File: src/rtl/reg_writeback.sv
// Writeback stage: X->WB pipeline register, writeback value selection, reg_file
// write port, decode forwarding selects and retired-instruction counter.
module reg_writeback #(
  parameter logic [31:0] NOP_INST = 32'h0000_0013,
  parameter int unsigned CNT_W    = 32
) (
  input  logic             clk,
  input  logic             rst,
  input  logic             stall,
  input  logic             flush,
  input  logic             x_valid,
  input  logic [31:0]      x_inst,
  input  logic [31:0]      x_pc,
  input  logic [31:0]      x_alu,
  input  logic [31:0]      dmem_dout,
  input  logic [31:0]      d_inst,
  output logic             we,
  output logic [4:0]       wa,
  output logic [31:0]      wd,
  output logic [31:0]      wb_val,
  output logic             wb2d_a,
  output logic             wb2d_b,
  output logic             wb_valid,
  output logic [CNT_W-1:0] instret
);

  localparam logic [6:0] OPC_OP     = 7'b0110011;
  localparam logic [6:0] OPC_OP_IMM = 7'b0010011;
  localparam logic [6:0] OPC_LOAD   = 7'b0000011;
  localparam logic [6:0] OPC_LUI    = 7'b0110111;
  localparam logic [6:0] OPC_AUIPC  = 7'b0010111;
  localparam logic [6:0] OPC_JAL    = 7'b1101111;
  localparam logic [6:0] OPC_JALR   = 7'b1100111;

  logic             r_valid;
  logic [31:0]      r_inst;
  logic [31:0]      r_pc;
  logic [31:0]      r_alu;
  logic [CNT_W-1:0] r_instret;

  logic [6:0]  w_opc;
  logic [4:0]  w_rd;
  logic [2:0]  w_f3;
  logic        w_writes_rd;
  logic        w_we;
  logic [4:0]  w_wa;
  logic [7:0]  w_byte;
  logic [15:0] w_half;
  logic [31:0] w_load;
  logic [31:0] w_wd;
  logic        w_unused;

  // WB pipeline register; stall outranks flush, instret counts instructions leaving WB
  always_ff @(posedge clk or posedge rst) begin
    if (rst) begin
      r_valid   <= 1'b0;
      r_inst    <= NOP_INST;
      r_pc      <= 32'h0;
      r_alu     <= 32'h0;
      r_instret <= '0;
    end else if (!stall) begin
      if (r_valid) r_instret <= r_instret + CNT_W'(1);
      if (flush) begin
        r_valid <= 1'b0;
        r_inst  <= NOP_INST;
      end else begin
        r_valid <= x_valid;
        r_inst  <= x_inst;
        r_pc    <= x_pc;
        r_alu   <= x_alu;
      end
    end
  end

  assign w_opc = r_inst[6:0];
  assign w_rd  = r_inst[11:7];
  assign w_f3  = r_inst[14:12];

  always_comb begin
    w_writes_rd = 1'b0;
    case (w_opc)
      OPC_OP, OPC_OP_IMM, OPC_LOAD, OPC_LUI,
      OPC_AUIPC, OPC_JAL, OPC_JALR: w_writes_rd = 1'b1;
      default:                      w_writes_rd = 1'b0;
    endcase
  end

  // Load alignment: byte lane from alu[1:0], halfword lane from alu[1]
  always_comb begin
    w_byte = 8'h00;
    case (r_alu[1:0])
      2'd0:    w_byte = dmem_dout[7:0];
      2'd1:    w_byte = dmem_dout[15:8];
      2'd2:    w_byte = dmem_dout[23:16];
      default: w_byte = dmem_dout[31:24];
    endcase
    w_half = r_alu[1] ? dmem_dout[31:16] : dmem_dout[15:0];
    w_load = dmem_dout;
    case (w_f3)
      3'b000:  w_load = {{24{w_byte[7]}}, w_byte};
      3'b100:  w_load = {24'h0, w_byte};
      3'b001:  w_load = {{16{w_half[15]}}, w_half};
      3'b101:  w_load = {16'h0, w_half};
      default: w_load = dmem_dout;
    endcase
  end

  always_comb begin
    w_wd = r_alu;
    if (w_opc == OPC_JAL || w_opc == OPC_JALR) w_wd = r_pc + 32'd4;
    else if (w_opc == OPC_LOAD)                w_wd = w_load;
  end

  assign w_we = r_valid & w_writes_rd & (w_rd != 5'd0);
  assign w_wa = r_valid ? w_rd : 5'd0;

  assign we       = w_we;
  assign wa       = w_wa;
  assign wd       = w_wd;
  assign wb_val   = w_wd;
  assign wb2d_a   = w_we & (w_wa == d_inst[19:15]);
  assign wb2d_b   = w_we & (w_wa == d_inst[24:20]);
  assign wb_valid = r_valid;
  assign instret  = r_instret;

  assign w_unused = ^{d_inst[31:25], d_inst[14:0], r_inst[31:15]};

endmodule

File: config.mk
export PLATFORM = sky130hd
export DESIGN_NAME = reg_writeback
export DESIGN_NICKNAME = d
export VERILOG_FILES = /design/src/rtl/reg_writeback.sv
export SDC_FILE = /design/constraint.sdc
export NUM_CORES = 1
export LEC_CHECK = 0
export CAP_MARGIN = 20
export CORE_ASPECT_RATIO = 1.25
export CORE_UTILIZATION = 40
export CTS_CLUSTER_DIAMETER = 200
export DETAILED_ROUTE_END_ITERATION = 6
export PLACE_DENSITY = 0.74
export SLEW_MARGIN = 20
export SYNTH_ARGS = -nofsm -noshare
export SYNTH_HDL_FRONTEND = slang
export SYNTH_SLANG_ARGS = --single-unit
File: constraint.sdc
create_clock -name clk -period 3.5 [get_ports clk]
set_input_delay 0.7 -clock clk [delete_from_list [all_inputs] [get_ports clk]]
set_output_delay 0.7 -clock clk [all_outputs]
set_load 0.1 [all_outputs]
## Word level (Yosys, flattened, before mapping)

Cells that the tools add are included.

| word-level totals | value |
|---|---|
| register bits | 112 |
| input bits | 165 |
| logic and storage cells | 43 |
| output and inout port bits | 105 |

| cells by class | value |
|---|---|
| reduce and logical (&&, ||, !) cells | 7 |
| bitwise operators | 6 |
| eq/ne operators | 14 |
| add/subtract/negate cells | 2 |
| mux-type cells | 9 |

Operators with widths:

| operator | count |
|---|---|
| $pmux 32 s4 | 1 |
| $mux 32 | 2 |
| $add 32x1->32 const B | 1 |
| $add 32x3->32 const B | 1 |
| $pmux 8 s3 | 1 |
| $mux 16 | 1 |
| $mux 15 | 1 |
| $eq 7x5->1 const B | 2 |
| $eq 7x6->1 const B | 2 |
| $eq 7x7->1 const B | 2 |
| $eq 5x5->1 | 2 |
| $eq 7x2->1 const B | 1 |
| $reduce_or 7->1 | 1 |
| $eq 3x3->1 const B | 2 |
| $mux 5 | 1 |
| $reduce_bool 5->1 | 1 |
| $and 1x1->1 | 4 |
| $reduce_and 2->1 | 2 |
| $eq 3x1->1 const B | 1 |
| $logic_not 3->1 | 1 |
| $eq 2x1->1 const B | 1 |
| $eq 2x2->1 const B | 1 |
| $logic_not 2->1 | 1 |
| $mux 1 | 2 |
| 2 further kinds | 3 |

## Longest topological paths before layout

| logic depth | value |
|---|---|
| depth after elaboration | 6 |
| depth in mapped cells | 8 |
| mapped depth without buffers | 6 |

## Least setup slack after synthesis

OpenSTA, ideal clock, no wires.

| timing path | value |
|---|---|
| path kind | flip-flop to output port |
| start | register r_valid, in the netlist wb_valid |
| end | output port wb2d_b |
| required time | 2.800 ns |
| slack | -1.627 ns |
| path buffers | 1 |
| arrival time | 4.427 ns |
| cell stages (with the launch flop) | 6 |
| cell sequence | dfrtp_1 -> buf_4 -> nand2_1 -> xor2_1 -> nand3_1 -> nor4_1 |

| between the ends | value |
|---|---|
| longest elaborated chain between the ends | 3 |
| elaborated cells on any way between the ends | 5 |
| classes of those cells | eq/ne: 1; mux: 1; bitwise: 3 |

RTL lines:

| item | line | source |
|---|---|---|
| start: declaration | 35 | `logic r_valid;` |
| start signal: assignment | 67 | `r_valid <= x_valid;` |
| $mux 5 / $and 1x1->1 (equally long branches) | 115, 114 |  |
| $eq 5x5->1 / $and 1x1->1 (equally long branches) | 122, 114 |  |
| $and 1x1->1 (*) | 122 | `assign wb2d_b = w_we & (w_wa == d_inst[24:20]);` |
| end: declaration | 22 | `output logic wb2d_b,` |

Every way passes the cells marked *; elsewhere a longest branch is shown, timed or not.

## Final worst setup path

| timing path | value |
|---|---|
| start | input port dmem_dout[23] |
| end | output port wb_val[27] |

| between the ends | value |
|---|---|
| longest elaborated chain between the ends | 4 |

RTL lines:

| item | line | source |
|---|---|---|
| start: declaration | 15 | `input logic [31:0] dmem_dout,` |
| $pmux 8 s3 | 91 | `case (r_alu[1:0])` |
| $pmux 32 s4 | 99 | `case (w_f3)` |
| $mux 32 | 111 | `else if (w_opc == OPC_LOAD) w_wd = w_load;` |
| $mux 32 | 110 | `if (w_opc == OPC_JAL \|\| w_opc == OPC_JALR) w_wd = r_pc + 32'd4;` |
| end: declaration | 20 | `output logic [31:0] wb_val,` |

Every way passes these cells.

==> out/results.txt <==
Worst slew pin tran: 0.9757 ns
Yosys top cell area share: 0.4167
Synth Area in Adders: 0.003823
Hpwl dp: 14860 um
Gr ovfl total: 0
Routed via count: 5789
Pre-Repair DR Iteration Count: 5
Std cell rows: 51
Comb pwr share: 0.505
Die area: 16880 um^2
Starting DRT DRC Count: 389
Tightest Hold Check Type: reg2reg
Int Pwr: 0.002937 W
Global Route Usage Sum: 0.2398
Synth Area in Compound Gates: 0.1227
Status: complete, no violations
Clk_lat worst skew: 0.35 ns
Number of synthesized flops with an enable pin: 0
Worst endpoint required time: 2.80 ns
Unrepaired setup endpoints after global routing: no
Setup Buffers After CTS: 0
Die Y: 145.0 um
R2R Setup Slk: 1.49 ns
Finish-stage setup viols: 0
H-Tree Depth: 3
Met3 WL: 1583 um
Ant diodes: 0
Period utilization: 0.9796
Critical Path, Cell by Cell: clkdlybuf4s50_1 -> mux4_2 -> nand2_1 -> nand3_1 -> buf_12 -> a21o_1 -> a22o_2 -> buf_12
Post-synth cell types: 52
Nets: 1030
Area Overhead vs Synth: 52.48%
Core Util, Final: 0.6332
Reg power frac: 0.304
Chip width: 116.4 um
Multiplexer share of the synthesized area: 0.1116
Ys flop type: dfrtp_1
CTS Sinks: 112
Max_slew headroom: 0.3475
Max-slew violation count: 0
WL/cell: 18.26 um
Net Count, Synth: 837
Fmax: 0.2917 GHz
First-pass GRT wire length: 31100 um
CP most frequent cell: buf_12
Share of cells above drive strength 1: 0.2474
Wire length on met1: 7536 um
Buffer depth of the longest clock path: 2
Simple-gate portion of the synthesized area: 0.1730
Pwr Density: 524.9 nW/um^2
Initial antenna violation count: 0
Avg Inst Size Synth: 9.769 um^2
DRC Markers: 0
Synth Cell Area: 6545 um^2
Share of total power in the clock network: 0.191
Clock Skew: 0.005403 ns
Static Leak: 4.206 nW
Top Ports: 270
Seq/Total Area, Yosys: 0.4288
Post-synth ARST share: 1.000
Worst-path clk slew: 0.07 ns
GP Congestion: 0.8357
Vias in the first global route: 5870
Synth Area in XOR/XNOR: 0.09233
Worst hold slack: 0.4897 ns
WL met2: 9925 um
Top Layer Used: met4
Kind of critical path: in2out
Initial Utilization: 0.4153
Post-synth top area cell: dfrtp_1
Root Buffer: clkbuf_16
Fin crit period: 3.429 ns
CTS Buf Count: 9
Switching portion of total power: 0.4393
Max stage delay on crit path: 0.51 ns
CP Max Fanout: 16
# fillers: 1318
Endpoint class of the critical path: output pin
Post-DRT Antenna Nets: 0
Max-cap violation count: 0
Number of port buffers: 230
Largest family of logic cells by synthesized area: simple AND/OR/NAND/NOR gates
NetSw: 0.002301 W
Detailed Route WL: 19660 um
CP arrival: 2.73 ns
Yosys warns: 0
CP Launch Type: primary input
Largest net degree at the start of global routing: 113
IR drop worst, VDD: 0.6555 mV
Via-per-instance ratio: 5.375
Crit-path slowest cell: mux4_2
Main area contributors after synthesis: dfrtp_1 (42%), mux2_2 (11%), xor2_1 (5.0%)
Final hold vios: 0
FF+latch count, synth: 112
Post-synthesis cell count: 670
CTS tree: done
Core ar.: 15760 um^2
==> stage by stage <==
| stage | worst slack [ns] | power, W | cells | TNS [ns] | instance area, um^2 |
|---|---|---|---|---|---|
| 3_3_place_gp | -0.007776 | 0.004241 | 1064 | -0.01554 | 9706 |
| 5_1_grt | 0.003767 | 0.005446 | 1077 | 0 | 9980 |
| 3_5_place_dp | -0.006107 | 0.004270 | 1064 | -0.01212 | 9706 |
| 2_1_floorplan | -0.5202 | 0.003373 | 670 | -1.710 | 6744 |
| 6_report | 0.07141 | 0.005239 | 1077 | 0 | 9980 |
| 4_1_cts | 0.05622 | 0.005277 | 1077 | 0 | 9978 |
==> synthesized netlist by cell type (3+ instances only) <==
cell type  instances
a21oi_1           40
clkbuf_1          26
a221o_1            4
and2_1             5
nor4_1             4
o22ai_1           18
and3_1             8
nor2b_1            6
nand2_1           74
and4_1             6
o21ai_0           25
o221ai_1           8
inv_1             15
dfstp_2            3
dfrtp_1          109
nor3_1            13
buf_1              4
buf_4             33
or4_1              3
nor2_1            28
a22o_1             4
a31oi_1            7
nand3_1           19
xor2_1            37
nand2b_1          13
mux2_2            62
xnor2_1           32
a22oi_1           16
buf_2              3
nand4_1           18
==> state kept, by name, indices dropped and copies added, names as in the netlist <==
name      flops
wb_valid      1
instret      32
r_inst       15
r_alu        32
r_pc         32
==> worst max-delay path, delay by kind of cell <==
| kind | cells | cell delay [ns] |
|---|---|---|
| muxes | 1 | 0.51 |
| and+or+nand+nor | 2 | 0.22 |
| buffers and inverters | 3 | 0.87 |
| AOI/OAI and AO/OA | 2 | 0.43 |
==> logic make-up (layout without fill, tap and decap cells) <==
group,after synthesis,count (layout)
muxes,64,64
xor gates and xnor gates,69,69
AOI/OAI and AO/OA,129,129
adders and majority gates,2,2
and+or+nand+nor,212,212
DFF,112,112
buffers and inverters,82,277
==> power groups by stage <==
stage                     Combinational [W]  Clock, W  Sequential, W
after floorplan                     0.00164         0        0.00174
final                               0.00265  0.000999        0.00159
after detailed placement            0.00265         0        0.00162
after global routing                0.00275   0.00108        0.00162
after CTS                           0.00266   0.00103        0.00159
after global placement              0.00263         0        0.00161
==> worst paths after layout <==
| kind | start | cells after the start | to |
|---|---|---|---|
| worst max-delay path | dmem_dout[23] | 8 | wb_val[27] |
| worst min-delay path | instret[31] | 1 | instret[31] |
| worst max register to register | wb_valid | 5 | instret[21] |
| worst min register to register | instret[31] | 1 | instret[31] |
| max in group asynchronous | rst | 3 | r_alu[20] |
| min in group asynchronous | rst | 3 | r_pc[31] |
==> cells in the final DEF (no fill, tap or decap), types with 3 or more instances in the layout <==
cell and n:
clkdlybuf4s50_1 148, dfrtp_1 109, nand2_1 74, buf_12 68
mux2_2 62, a21oi_1 40, xor2_1 37, xnor2_1 32
buf_4 32, nor2_1 27, o21ai_0 21, nand3_1 19
nand4_1 18, a22oi_1 16, inv_1 14, nor3_1 13
nand2b_1 13, o22ai_2 9, clkbuf_16 9, and3_1 8
o221ai_1 8, a31oi_1 7, o22ai_4 6, nor2b_1 6
and4_1 6, and2_1 5, a221o_1 4, o21ai_2 4
a22o_1 3, o22ai_1 3, or4_1 3, nor4_4 3
dfstp_2 3
==> area by class of cell <==
type | count | area [um^2] | area share
tap | 212 | 265.3 | 0.02658
inverter | 15 | 60.06 | 0.006018
sequential | 112 | 2806 | 0.2812
clock inverter | 4 | 48.80 | 0.004890
multi-input combinational | 476 | 3482 | 0.3489
clock buffer | 9 | 225.2 | 0.02257
timing repair buffer | 249 | 3092 | 0.3098
==> routing by layer <==
metal | track usage | vias to the layer above
met1 | 0.2914 | 2790
met5 | 0 | -
li1 | - | 2740
met2 | 0.3988 | 222
met3 | 0.06266 | 37
met4 | 0.09359 | 0
==> repair_timing <==
action	4_1_cts	5_1_grt
setup endpoints to repair	2	2
resized for setup	1	1
hold buffers	0	0
No activity file was read; power rests on OpenSTA's default activity.
